**config.mk**
```make
export PLATFORM = sky130hd
export DESIGN_NAME = demux_deser_1to4
export DESIGN_NICKNAME = d
export VERILOG_FILES = /design/src/rtl/demux_deser_1to4.sv
export SDC_FILE = /design/constraint.sdc
export NUM_CORES = 1
export LEC_CHECK = 0
export BUFFER_PORTS_ARGS = -buffer_cell sky130_fd_sc_hd__buf_4
export CAP_MARGIN = 30
export CORE_AREA = 2 2 39 41
export DETAILED_ROUTE_END_ITERATION = 8
export DIE_AREA = 0 0 41 43
export PLACE_DENSITY_LB_ADDON = 0.15
export SYNTH_ARGS = -nofsm -noshare
export SYNTH_HDL_FRONTEND = slang
export SYNTH_SLANG_ARGS = --single-unit
```
**constraint.sdc**
```tcl
create_clock -name clk -period 1.35 [get_ports clk]
set_input_delay 0.2025 -clock clk [delete_from_list [all_inputs] [get_ports clk]]
set_output_delay 0.2025 -clock clk [all_outputs]
set_load 0.005 [all_outputs]
```
**src/rtl/demux_deser_1to4.sv**
```systemverilog
// Serial-to-parallel deserializer: steers each accepted bit to lane bit_idx (LSB-first)
// and offers completed words downstream through a one-entry valid/ready holding register.
module demux_deser_1to4 #(
   parameter int WIDTH = 4,
   parameter int IDX_W = $clog2(WIDTH)
) (
   input  logic             clk,
   input  logic             rst,
   input  logic             bit_in,
   input  logic             bit_valid,
   input  logic             frame_start,
   output logic [WIDTH-1:0] data_out,
   output logic             data_valid,
   input  logic             data_ready,
   output logic [IDX_W-1:0] bit_idx,
   output logic             overrun,
   input  logic             ovr_clr
);

   localparam logic [0:0]       ST_EMPTY = 1'b0;
   localparam logic [0:0]       ST_FULL  = 1'b1;
   localparam logic [IDX_W-1:0] LAST_IDX = IDX_W'(WIDTH - 1);

   logic [WIDTH-1:0] partial;
   logic [WIDTH-1:0] word;
   logic [0:0]       state;
   logic [0:0]       state_nxt;
   logic             complete;
   logic             load;
   logic             ovr_evt;

   function automatic logic [WIDTH-1:0] set_lane(input logic [WIDTH-1:0] w,
                                                 input logic [IDX_W-1:0] idx,
                                                 input logic             b);
      logic [WIDTH-1:0] r;
      r      = w;
      r[idx] = b;
      return r;
   endfunction

   // A realign on the final-index cycle restarts the word instead of completing it.
   assign complete   = bit_valid & ~frame_start & (bit_idx == LAST_IDX);
   assign word       = set_lane(partial, LAST_IDX, bit_in);
   assign data_valid = (state == ST_FULL);

   always_comb begin
      state_nxt = state;
      load      = 1'b0;
      ovr_evt   = 1'b0;
      case (state)
         ST_EMPTY: begin
            if (complete) begin
               load      = 1'b1;
               state_nxt = ST_FULL;
            end
         end
         ST_FULL: begin
            if (complete) begin
               if (data_ready) load    = 1'b1;
               else            ovr_evt = 1'b1;
            end else if (data_ready) begin
               state_nxt = ST_EMPTY;
            end
         end
         default: state_nxt = ST_EMPTY;
      endcase
   end

   // Collect stage: lane steering and bit-index counter
   always_ff @(posedge clk) begin
      if (rst) begin
         partial <= '0;
         bit_idx <= '0;
      end else if (frame_start) begin
         partial <= bit_valid ? {{(WIDTH-1){1'b0}}, bit_in} : '0;
         bit_idx <= bit_valid ? IDX_W'(1) : '0;
      end else if (bit_valid) begin
         partial <= complete ? '0 : set_lane(partial, bit_idx, bit_in);
         bit_idx <= bit_idx + IDX_W'(1);
      end
   end

   // Output stage: holding register and sticky overrun
   always_ff @(posedge clk) begin
      if (rst) begin
         state    <= ST_EMPTY;
         data_out <= '0;
         overrun  <= 1'b0;
      end else begin
         state <= state_nxt;
         if (load) data_out <= word;
         if (ovr_evt)      overrun <= 1'b1;
         else if (ovr_clr) overrun <= 1'b0;
      end
   end

endmodule

```
-- After elaboration in Yosys (flattened, before gate mapping)
Index checks and enable logic that the tools add are counted.
- add/sub/neg operators: 1
- multiply operators: 0
- div/mod/pow operators: 0
- magnitude comparators: 2
- equal/unequal tests: 1
- shift operators: 0
- mux-type cells: 21
- bitwise operators: 4
- reduce and logical (&&, ||, !) cells: 3
- operator list (operator ; count):
    2-to-1 mux 1 bit ; 12
    2-to-1 mux 4 bit ; 3
    bitwise mux 4 bit ; 1
    2-to-1 mux 2 bit ; 2
    case mux 1 bit (2 select lines) ; 2
    nonzero test 2 bit ; 2
    < comparator 2 x 3 -> 1 bit, second input constant ; 1
    adder 2 x 1 -> 2 bit, second input constant ; 1
    bitwise AND 1 bit ; 2
    demux 1 bit (select 2 bit) ; 1
    == test 2 bit, second input constant ; 1
    >= comparator 2 x 1 -> 1 bit, second input constant ; 1
    inverter 1 bit ; 2
    logical AND 1 bit ; 1
- bits in registers: 12
- bits in latches: 0
- memory bits (writable): 0
- bits in read-only memories: 0
- output and inout bits: 8
- word-level logic and storage cells: 37
- memories: 0

-- Longest topological paths before layout
Gate-level depths: netlist of the first run.
- depth after elaboration: 8
- depth in mapped cells: 5
- depth with buffers taken out: 5

-- Worst setup path after synthesis of the first run
Ideal clock, no wire load.
- kind: register -> register
- start point: register bit_idx[0]
- end point: register overrun
- library setup time: 0.129 ns
- data arrival time: 0.990 ns
- required time: 1.221 ns
- setup slack: 0.231 ns
- cell stages (with the launch flop): 6
- path buffers: 1
- cells stage by stage: dfxtp_1 > ha_1 > and3b_1 > buf_6 > a21oi_1 > nor2_1
- cells in the longest elaborated chain, start to end: 5
- elaborated cells on any way between the ends: 6
- those cells by class: 1 x eq/ne; 3 x mux; 1 x bitwise; 1 x reduce/logical
- ends and longest elaborated chain (item ; RTL line ; text):
    start: declaration ; 15 ; output logic [IDX_W-1:0] bit_idx,
    start signal: assignment ; 76 ; bit_idx <= bit_valid ? IDX_W'(1) : '0;
    start signal: assignment ; 79 ; bit_idx <= bit_idx + IDX_W'(1);
    == test 2 bit (*) ; 42 ; assign complete = bit_valid & ~frame_start & (bit_idx == LAST_IDX);
    bitwise AND 1 bit (*) ; 42 ;
    2-to-1 mux 1 bit (*) ; 58 ; if (complete) begin
    2-to-1 mux 1 bit (*) ; 50 ; case (state)
    2-to-1 mux 1 bit or nonzero test 2 bit (tied branches) ; -- ;
    end signal: assignment ; 88 ; overrun <= 1'b0;
    end signal: assignment ; 92 ; if (ovr_evt) overrun <= 1'b1;
    end signal: assignment ; 93 ; else if (ovr_clr) overrun <= 1'b0;
    end: declaration ; 16 ; output logic overrun,
Mark *: on every way between the ends. The rest lies on a longest branch, timed or not.
A chain may end at the register's enable or synchronous reset.

-- Worst setup path in the final report of the first run
- start point: register bit_idx[1]
- end point: register data_out[3]
- cells in the longest elaborated chain, start to end: 4
- elaborated cells on any way between the ends: 5
- those cells by class: 1 x eq/ne; 3 x mux; 1 x bitwise
- ends and longest elaborated chain (item ; RTL line ; text):
    == test 2 bit (*) ; 42 ;
    bitwise AND 1 bit (*) ; 42 ;
    2-to-1 mux 1 bit (on tied branches) ; 58, 52 ;
    case mux 1 bit (2 select lines) (*) ; 50 ;
    end signal: assignment ; 91 ; if (load) data_out <= word;
    end: declaration ; 12 ; output logic [WIDTH-1:0] data_out,
Marks and branches as above.

==> metrics.csv, run 1 <==
stage,metric,value,unit
setup_path,"delay-heaviest family, CP",flip-flops,
placed_design,Port-buffer cells,14,
yosys,share of the synthesized area in the top cell type,0.415,
clocking,clk root buf,clkbuf_4,
sta,Worst Tran Pin Value,0.297,ns
pwr,Overall Power,0.607,mW
sta,Rel. slew slack,0.802,
sta,crit share post-route,0.896,
sta,Clock Skew,0.000913,ns
finish,Layout area overhead,22.2,%
drt,First-pass DRT Iterations,4,
yosys,syn_nets,68,
finish,Reg area,220,µm²
pwr,power density cells,936,mW/mm²
sta,FMAX,827,MHz
setup_path,critical path cell sequence,"ha_1, and3b_1, nand3_1, a21oi_1",
yosys,ranking of synthesized cells by area,"dfxtp_1 42%, ha_1 9.4%, a21oi_1 6.6%",
yosys,Synth Flop Type,dfxtp_1,
finish,share of post-route cells with drive strength above 1,0.268,
yosys,sequential fraction of the synthesis area,0.415,
flow_run,max_cap viols,0,
yosys,ys async rst share,0,
clocking,Clock Tree Buf Depth,2,
sta,final hold vios,0,
setup_path,critical path type,flip-flop to flip-flop,
drt,DRT Wirelength,987,µm
die,Initial Util,0.383,
die,IO Count,15,
setup_path,Worst path slowest cell,dfxtp_1,
global_route,GR Overflow Total,0,
global_route,total track usage,0.134,
global_route,number of global-route vias before repair,388,
drt,antenna-violating nets left,0,
setup_path,Worst path max stage delay,0.39,ns
yosys,Netlist Area Pre-Place,531,µm²
yosys,largest area contributor in the netlist,dfxtp_1,
clocking,Worst-Skew Late Latency,0.26,ns
yosys,Post-synth EDFFs,0,
die,FP Rows,14,
setup_path,Worst Setup End Kind,flip-flop,
yosys,top-count cell post-synth,dfxtp_1,
setup_path,WP buf/inv,0,
finish,nets@finish,83,
worst_hold_path,Hold WC Path Type,input port to flip-flop,
drt,DR WL/cell,11.3,µm
finish,Layout fillers,129,
yosys,Yosys reg bits,11,
setup_path,Critical Path Source Type,flip-flop,
clocking,CTS resizes,0,
pwr,Peak VDD IR,0.000677,V
global_route,initial antenna violation count,0,
clocking,CTS Buf Count,3,
finish,multi-input logic area,269,µm²
clocking,clock slew at reported path FFs,0.07,ns
clocking,TritonCTS clock tree,built,
yosys,commonest cells in the netlist,"11 x dfxtp_1, 7 x a21oi_1, 7 x o21ai_0",
sta,RSZ-0062 raised after global routing,false,
setup_path,data required time at the worst endpoint,1.54,ns
die,die width,41,µm
global_route,pin count of the biggest net entering global routing,11,
clocking,clk sinks,11,
setup_path,"Arr. time, crit path",1.40,ns
clocking,CTS hold repair buffers,0,
sta,setup TNS,0,ns
sta,Setup-failing EPs final,0,
pwr,leakage power total,0.278,nW
yosys,Netlist cell types,21,
drt,1st-iter DRT viols,14,
sta,hold_ws,0.182,ns
run_status,outcome,finished clean,
sta,max-slew violations,0,
clocking,Post-CTS Setup Bufs,0,
die,Die ar.,0.00176,mm²
finish,antenna cells,0,
drt,total number of vias,431,
drt,number of remaining DRC errors,0,
drt,post-DR vias/cell,4.95,
clocking,number of H-tree levels,1,
placed_design,Final Wtd Congestion,0.701,
yosys,yosys warns,0,
yosys,Mean Syn Cell Area,9.31,µm²
yosys,synthesized instance count,57,
die,chip height,43,µm
setup_path,CP Max Fanout,6,
die,core area,0.00138,mm²
global_route,global-route wire length before repair,1590,µm
sta,crit path time final,1.21,ns
==> flip-flops by register name (all words and copies together) (netlist names) <==
name	count
bit_idx	2
data_out	4
data_valid	1
partial	3
overrun	1
==> worst reg2reg max path: cells and delay by family (launching register included) <==
kind | cells | cell delay, ns
DFF | 1 | 0.39
and+or+nand+nor | 2 | 0.39
adders and majority gates | 1 | 0.21
AOI/OAI and AO/OA | 1 | 0.14
==> through the flow <==
stage	utilization	std cells	area, µm²	setup slack [ns]
after floorplan	-	57	531	0.231
after global placement	0.449	83	622	0.196
after detailed placement	0.449	83	622	0.150
after CTS	0.468	87	648	0.130
after global routing	0.468	87	648	0.00698
final	0.468	87	648	0.140
==> report_power, final <==
group / switching [mW] / leakage [nW] / internal [mW]
sequential: 0.00403 / 0.0891 / 0.330
clock: 0.102 / 0.0150 / 0.114
combinational: 0.0282 / 0.174 / 0.0285
total: 0.135 / 0.278 / 0.472
==> metal layers <==
metal	GRT usage	vias to the layer above	wire length, µm
met5	0	-	0
met4	0.100	0	12
met3	0.0314	2	45
met2	0.181	10	449
met1	0.174	190	480
li1	-	229	-
==> worst paths after layout <==
path                from           to  slack, ns  cells past startpoint
max reg2reg   bit_idx[1]  data_out[3]       0.14                      4
max           bit_idx[1]  data_out[3]       0.14                      4
min reg2reg   partial[0]  data_out[0]       0.47                      2
min          frame_start   bit_idx[1]       0.18                      2
==> kinds of logic after synthesis <==
logic type	count (synthesis)	synth area share
AO/OA/AOI/OAI	17	0.189
AND/OR/NAND/NOR	16	0.167
flip-flops	11	0.415
buffers and inverters	6	0.0778
adder cells (fa/ha/maj)	4	0.0943
multiplexers	3	0.0566
==> placed cells by master (no fill, tap or decap) <==
cell type	instances
inv_1	2
nand3_1	4
buf_4	14
or3_1	1
a211o_2	1
nor3_1	1
nand3b_1	2
clkbuf_4	3
nand2b_1	1
o211ai_1	1
o21ai_0	7
and3b_1	1
a211oi_2	1
mux2i_1	3
dfxtp_1	11
nor2_1	3
nand2_1	1
ha_1	4
nor2b_1	2
clkbuf_1	1
a21oi_1	7
==> final cells by class <==
cell class,count,share of cell area
Inverter,2,0.0116
Sequential cell,11,0.340
Timing Repair Buffer,14,0.162
Multi-Input combinational cell,40,0.415
Clock buffer,4,0.0405
Tap cell,16,0.0309
Note: power is estimated with default switching activity, not from simulation.
==> run 2, diff against run 1 <==
--- a/config.mk
+++ b/config.mk
@@ -7,9 +7,11 @@
 export LEC_CHECK = 0
 export BUFFER_PORTS_ARGS = -buffer_cell sky130_fd_sc_hd__buf_4
 export CAP_MARGIN = 30
-export CORE_AREA = 2 2 39 41
+export CELL_PAD_IN_SITES_DETAIL_PLACEMENT = 0
+export CELL_PAD_IN_SITES_GLOBAL_PLACEMENT = 1
+export CORE_MARGIN = 2
+export CORE_UTILIZATION = 35
 export DETAILED_ROUTE_END_ITERATION = 8
-export DIE_AREA = 0 0 41 43
 export PLACE_DENSITY_LB_ADDON = 0.15
 export SYNTH_ARGS = -nofsm -noshare
 export SYNTH_HDL_FRONTEND = slang
==> run 2 against run 1 <==
  * Routed wire length increased by 6.1%
  * Combinational power fell by 1%
  * Cell count is the same
  * Highest routed layer unchanged
==> metrics.csv, run 2 (same netlist as run 1, synthesis figures left out) <==
stage,metric,value,unit,change
pwr,Switching Share,0.220,,was 0.222
finish,post-route cell area,649,µm²,was 648 µm²
finish,Layout area overhead,22.4,%,was 22.2%
placed_design,Final Wtd Congestion,0.652,,was 0.701
setup_path,reg2reg setup slack,0.16,ns,was 0.14 ns
clocking,Worst-Skew Late Latency,0.26,ns,about the same
setup_path,"Arr. time, crit path",1.33,ns,was 1.40 ns
setup_path,data required time at the worst endpoint,1.50,ns,was 1.54 ns
run_status,outcome,finished clean,,unchanged
setup_path,Reg2Reg Launch Point,bit_idx[1],,unchanged
clocking,CTS resizes,0,,unchanged
setup_path,Worst path max stage delay,0.40,ns,was 0.39 ns
sta,setup TNS,0,ns,unchanged
setup_path,Critical Path Source Type,flip-flop,,unchanged
sta,Clock Skew,0.00574,ns,was 0.000913 ns
finish,max FFs per register,4,,unchanged
pwr,power density cells,932,mW/mm²,was 936 mW/mm²
sta,crit path time final,1.19,ns,was 1.21 ns
finish,nets@finish,83,,unchanged
sta,max-slew violations,0,,unchanged
pwr,leakage power total,0.277,nW,was 0.278 nW
clocking,clk root buf,clkbuf_4,,unchanged
pwr,clock share of power,0.355,,was 0.357
setup_path,Worst Setup End Kind,flip-flop,,unchanged
finish,Reg area,220,µm²,unchanged
setup_path,Critical Path Start,bit_idx[1],,unchanged
setup_path,critical path cell sequence,"ha_1, nand3b_1, o21ai_0, a21oi_1",,"was ha_1, and3b_1, nand3_1, a21oi_1"
die,IO Count,15,,unchanged
placed_design,DP HPWL,788,µm,
pwr,power share of the sequential group,0.552,,was 0.550
global_route,initial antenna violation count,0,,unchanged
die,FP Rows,14,,unchanged
finish,share of post-route cells with drive strength above 1,0.282,,was 0.268
die,die width,42.9,µm,was 41 µm
finish,most frequent cells in the layout,"14 x buf_4, 11 x dfxtp_1, 7 x o21ai_0, 7 x a21oi_1",,unchanged
clocking,number of H-tree levels,1,,unchanged
sta,FMAX,843,MHz,was 827 MHz
setup_path,Worst path slowest cell,dfxtp_1,,unchanged
setup_path,critical path type,flip-flop to flip-flop,,unchanged
setup_path,CP Max Fanout,5,,was 6
pwr,Comb pwr share,0.092,,was 0.093
flow_run,max_cap viols,0,,unchanged
drt,number of remaining DRC errors,0,,unchanged
sta,Rel. slew slack,0.808,,was 0.802
clocking,CTS Buf Count,3,,unchanged
finish,"commonest non-fill, non-tap cell in the layout",buf_4,,unchanged
pwr,Pint,0.472,mW,about the same
clocking,TritonCTS clock tree,built,,unchanged
global_route,pin count of the biggest net entering global routing,11,,unchanged
drt,DR WL/cell,12.0,µm,was 11.3 µm
die,chip height,42.9,µm,was 43 µm
drt,1st-iter DRT viols,2,,was 14
placed_design,Port-buffer cells,14,,unchanged
finish,Layout Cells excl Fill,87,,unchanged
die,Initial Util,0.365,,was 0.383
placed_design,DP Cell Count,83,,unchanged
finish,multi-input logic area,270,µm²,was 269 µm²
drt,DRT Wirelength,1050,µm,was 987 µm
finish,Layout fillers,161,,was 129
drt,total number of vias,426,,was 431
worst_hold_path,worst hold start,frame_start,,unchanged
pwr,P_sw,0.133,mW,was 0.135 mW
finish,antenna cells,0,,unchanged
clocking,Post-CTS Setup Bufs,0,,unchanged
global_route,global-route wire length before repair,1700,µm,was 1590 µm
global_route,number of global-route vias before repair,396,,was 388
drt,post-DR vias/cell,4.90,,was 4.95
pwr,Peak VDD IR,0.000649,V,was 0.000677 V
sta,Worst Tran Pin Value,0.288,ns,was 0.297 ns
worst_hold_path,Hold WC Path Type,input port to flip-flop,,unchanged
global_route,total track usage,0.128,,was 0.134
sta,RSZ-0062 raised after global routing,false,,unchanged
placed_design,Area after DPL,622,µm²,unchanged
die,core area,0.00145,mm²,was 0.00138 mm²
sta,crit share post-route,0.879,,was 0.896
clocking,clock slew at reported path FFs,0.07,ns,about the same
drt,First-pass DRT Iterations,2,,was 4
sta,final hold vios,0,,unchanged
clocking,CTS hold repair buffers,0,,unchanged
global_route,GR Overflow Total,0,,unchanged
clocking,clk sinks,11,,unchanged
drt,antenna-violating nets left,0,,unchanged
sta,Setup-failing EPs final,0,,unchanged
die,Die ar.,0.00184,mm²,was 0.00176 mm²
clocking,Clock Tree Buf Depth,2,,unchanged
finish,most flop-heavy register,data_out,,unchanged
finish,Final Util,0.447,,was 0.468
finish,largest registers,"data_out (4), partial (3), bit_idx (2)",,unchanged
run 2: cell counts in the layout (fill, tap and decap cells not counted):
Identical to the previous run, type by type.
run 2: final timing paths:
path / cells past startpoint / end
worst max-delay path: 4 / data_out[2]
worst min register to register: 2 / data_out[3]
worst min-delay path: 2 / bit_idx[1]
worst max register to register: 4 / data_out[2]
run 2: routing by layer:
metal / wire [µm] / vias up / global-route usage
li1: - / 229 / -
met5: 0 / - / 0
met3: 60 / 2 / 0.0298
met2: 502 / 8 / 0.197
met4: 9 / 0 / 0.0909
met1: 475 / 187 / 0.155
run 2: power by group through the flow:
stage | sequential (mW) | clock [mW] | combinational (mW)
after floorplan | 0.341 | 0 | 0.0360
after global placement | 0.341 | 0 | 0.0568
after detailed placement | 0.342 | 0 | 0.0563
after CTS | 0.334 | 0.227 | 0.0566
after global routing | 0.335 | 0.245 | 0.0629
final | 0.334 | 0.215 | 0.0559
run 2: cell type report:
cell class,count,share of cell area
multi-input cells,40,0.416
clock buffers,4,0.0405
repair buffers,14,0.162
inverters,2,0.0116
well taps,16,0.0308
flip-flops and latches,11,0.339
run 2: worst max-delay path, delay by kind of cell (launching register included):
family,cells,cell delay [ns]
DFF,1,0.40
AOI/OAI and AO/OA,2,0.28
adders and majority gates,1,0.22
and+or+nand+nor,1,0.17
run 2: stage by stage:
stage | setup WS (ns) | power [mW] | hold WS, ns
after global placement | 0.185 | 0.398 | 0.450
after global routing | 0.00943 | 0.642 | 0.175
after CTS | 0.125 | 0.617 | 0.166
after floorplan | 0.231 | 0.377 | 0.346
final | 0.163 | 0.605 | 0.172
after detailed placement | 0.147 | 0.398 | 0.450
==> run 3, diff against run 2 <==
--- a/config.mk
+++ b/config.mk
@@ -10,7 +10,8 @@
 export CELL_PAD_IN_SITES_DETAIL_PLACEMENT = 0
 export CELL_PAD_IN_SITES_GLOBAL_PLACEMENT = 1
 export CORE_MARGIN = 2
-export CORE_UTILIZATION = 35
+export CORE_UTILIZATION = 38
+export CTS_BUF_LIST = sky130_fd_sc_hd__clkbuf_4 sky130_fd_sc_hd__clkbuf_8
 export DETAILED_ROUTE_END_ITERATION = 8
 export PLACE_DENSITY_LB_ADDON = 0.15
 export SYNTH_ARGS = -nofsm -noshare
==> run 3 against run 2 <==
  * Sequential cell count stayed put
  * Largest cell class unchanged
  * Critical path type unchanged
  * Clock power is 12% higher
  * Highest routed layer unchanged
  * Clock-buffer cell count stayed put
==> metrics.csv, run 3 (same netlist as run 1, synthesis figures left out) <==
stage,metric,value,unit,change
clocking,Clock Tree Buf Depth,2,,unchanged
finish,largest registers,"data_out (4), partial (3), bit_idx (2)",,unchanged
finish,most flop-heavy register,data_out,,unchanged
die,Die ar.,0.00171,mm²,was 0.00184 mm²
sta,crit share post-route,0.902,,was 0.879
clocking,clock slew at reported path FFs,0.07,ns,about the same
pwr,clock share of power,0.381,,was 0.355
setup_path,WP buf/inv,0,,unchanged
pwr,Peak VDD IR,0.000666,V,was 0.000649 V
sta,Clock Skew,0.00277,ns,was 0.00574 ns
placed_design,Port-buffer cells,14,,unchanged
flow_run,max_cap viols,0,,unchanged
drt,antenna-violating nets left,0,,unchanged
global_route,most used routing layer,met2,,unchanged
run_status,outcome,finished clean,,unchanged
setup_path,data required time at the worst endpoint,1.55,ns,was 1.50 ns
global_route,initial antenna violation count,0,,unchanged
sta,hold_ws,0.173,ns,was 0.172 ns
pwr,Pint,0.492,mW,was 0.472 mW
sta,RSZ-0062 raised after global routing,false,,unchanged
setup_path,CP Max Fanout,6,,was 5
die,Initial Util,0.408,,was 0.365
clocking,number of H-tree levels,1,,unchanged
die,core area,0.00130,mm²,was 0.00145 mm²
clocking,TritonCTS clock tree,built,,unchanged
placed_design,Placement Setup Slack,0.154,ns,was 0.147 ns
drt,total number of vias,443,,was 426
pwr,Overall Power,0.632,mW,was 0.605 mW
drt,DRT Wirelength,1060,µm,was 1050 µm
setup_path,Worst Setup End Kind,flip-flop,,unchanged
global_route,met1 Use GR,0.173,,was 0.155
pwr,power density cells,971,mW/mm²,was 932 mW/mm²
global_route,total track usage,0.152,,was 0.128
sta,setup TNS,0,ns,unchanged
clocking,Worst-Skew Late Latency,0.27,ns,was 0.26 ns
pwr,Switching Share,0.220,,about the same
drt,post-DR vias/cell,5.15,,was 4.90
finish,"commonest non-fill, non-tap cell in the layout",buf_4,,unchanged
global_route,GR Overflow Total,0,,unchanged
finish,most frequent cells in the layout,"14 x buf_4, 11 x dfxtp_1, 7 x o21ai_0, 7 x a21oi_1",,unchanged
finish,Layout fillers,148,,was 161
finish,max FFs per register,4,,unchanged
finish,Layout area overhead,22.6,%,was 22.4%
placed_design,Final Wtd Congestion,0.776,,was 0.652
clocking,clk sinks,11,,unchanged
clocking,clk root buf,clkbuf_4,,unchanged
drt,number of remaining DRC errors,0,,unchanged
sta,slack of the critical path,0.133,ns,was 0.163 ns
sta,Setup-failing EPs final,0,,unchanged
finish,antenna cells,0,,unchanged
sta,FMAX,822,MHz,was 843 MHz
global_route,pin count of the biggest net entering global routing,11,,unchanged
sta,Rel. slew slack,0.790,,was 0.808
pwr,leakage power total,0.281,nW,was 0.277 nW
setup_path,Worst path max stage delay,0.39,ns,was 0.40 ns
drt,First-pass DRT Iterations,4,,was 2
pwr,power share of the sequential group,0.529,,was 0.552
sta,crit path time final,1.22,ns,was 1.19 ns
clocking,CTS Buf Count,3,,unchanged
setup_path,Critical Path Source Type,flip-flop,,unchanged
die,die width,41.4,µm,was 42.9 µm
die,FP Rows,13,,was 14
global_route,number of global-route vias before repair,360,,was 396
global_route,global-route wire length before repair,1590,µm,was 1700 µm
finish,nets@finish,83,,unchanged
setup_path,"delay-heaviest family, CP",simple AND/OR/NAND/NOR gates,,was flip-flops
die,IO Count,15,,unchanged
clocking,Post-CTS Setup Bufs,0,,unchanged
die,chip height,41.4,µm,was 42.9 µm
setup_path,critical path type,flip-flop to flip-flop,,unchanged
global_route,met2 Use GR,0.234,,was 0.197
sta,final hold vios,0,,unchanged
setup_path,Worst path slowest cell,dfxtp_1,,unchanged
drt,DR WL/cell,12.3,µm,was 12.0 µm
global_route,GR Layer Usage met3,0.0957,,was 0.0298
pwr,Comb pwr share,0.090,,was 0.092
sta,Worst Tran Pin Value,0.314,ns,was 0.288 ns
drt,1st-iter DRT viols,6,,was 2
clocking,CTS resizes,0,,unchanged
finish,share of post-route cells with drive strength above 1,0.282,,unchanged
pwr,P_sw,0.139,mW,was 0.133 mW
setup_path,critical path cell sequence,"ha_1, and3b_1, nand3_1, a21oi_1",,"was ha_1, nand3b_1, o21ai_0, a21oi_1"
worst_hold_path,Hold WC Path Type,input port to flip-flop,,unchanged
sta,max-slew violations,0,,unchanged
setup_path,"Arr. time, crit path",1.42,ns,was 1.33 ns
clocking,CTS hold repair buffers,0,,unchanged
[run 3: cell counts in the layout (fill, tap and decap cells not counted)]
No cell type changed its count.
[run 3: layout make-up]
cell class	instances	area (µm²)	share of cell area
timing repair buffer	14	105	0.162
multi-input combinational	40	269	0.413
sequential	11	220	0.338
inverter	2	7.51	0.0115
clock buffer	4	30.0	0.0462
tap	15	18.8	0.0288
[run 3: final timing paths]
path	from	to	slack [ns]	depth (start not counted)
setup / recovery	bit_idx[1]	data_out[3]	0.13	4
hold / removal	frame_start	bit_idx[1]	0.17	2
setup reg to reg	bit_idx[1]	data_out[3]	0.13	4
hold reg to reg	partial[2]	data_out[2]	0.48	2
[run 3: through the flow]
stage,cells,area [µm²],utilization
after floorplan,57,531,-
after global placement,82,621,0.477
after detailed placement,82,621,0.477
after CTS,86,651,0.500
after global routing,86,651,0.500
final,86,651,0.500
[run 3: worst register-to-register path, stage by stage (launching register included)]
cell	delay (ns)
dfxtp_1	0.39
ha_1	0.21
and3b_1	0.31
nand3_1	0.11
a21oi_1	0.14
[run 3: power groups by stage]
stage          Sequential, mW  Combinational (mW)  Clock [mW]
2_1_floorplan           0.341              0.0360           0
3_3_place_gp            0.341              0.0571           0
3_5_place_dp            0.341              0.0572           0
4_1_cts                 0.334              0.0575       0.250
5_1_grt                 0.334              0.0635       0.266
6_report                0.334              0.0568       0.241
[run 3: layer usage]
metal	routed length [µm]	vias up	part of all wire
met5	0	-	0
met4	5	0	0.0047
met3	69	2	0.065
met1	510	201	0.48
met2	474	11	0.45
li1	-	229	-
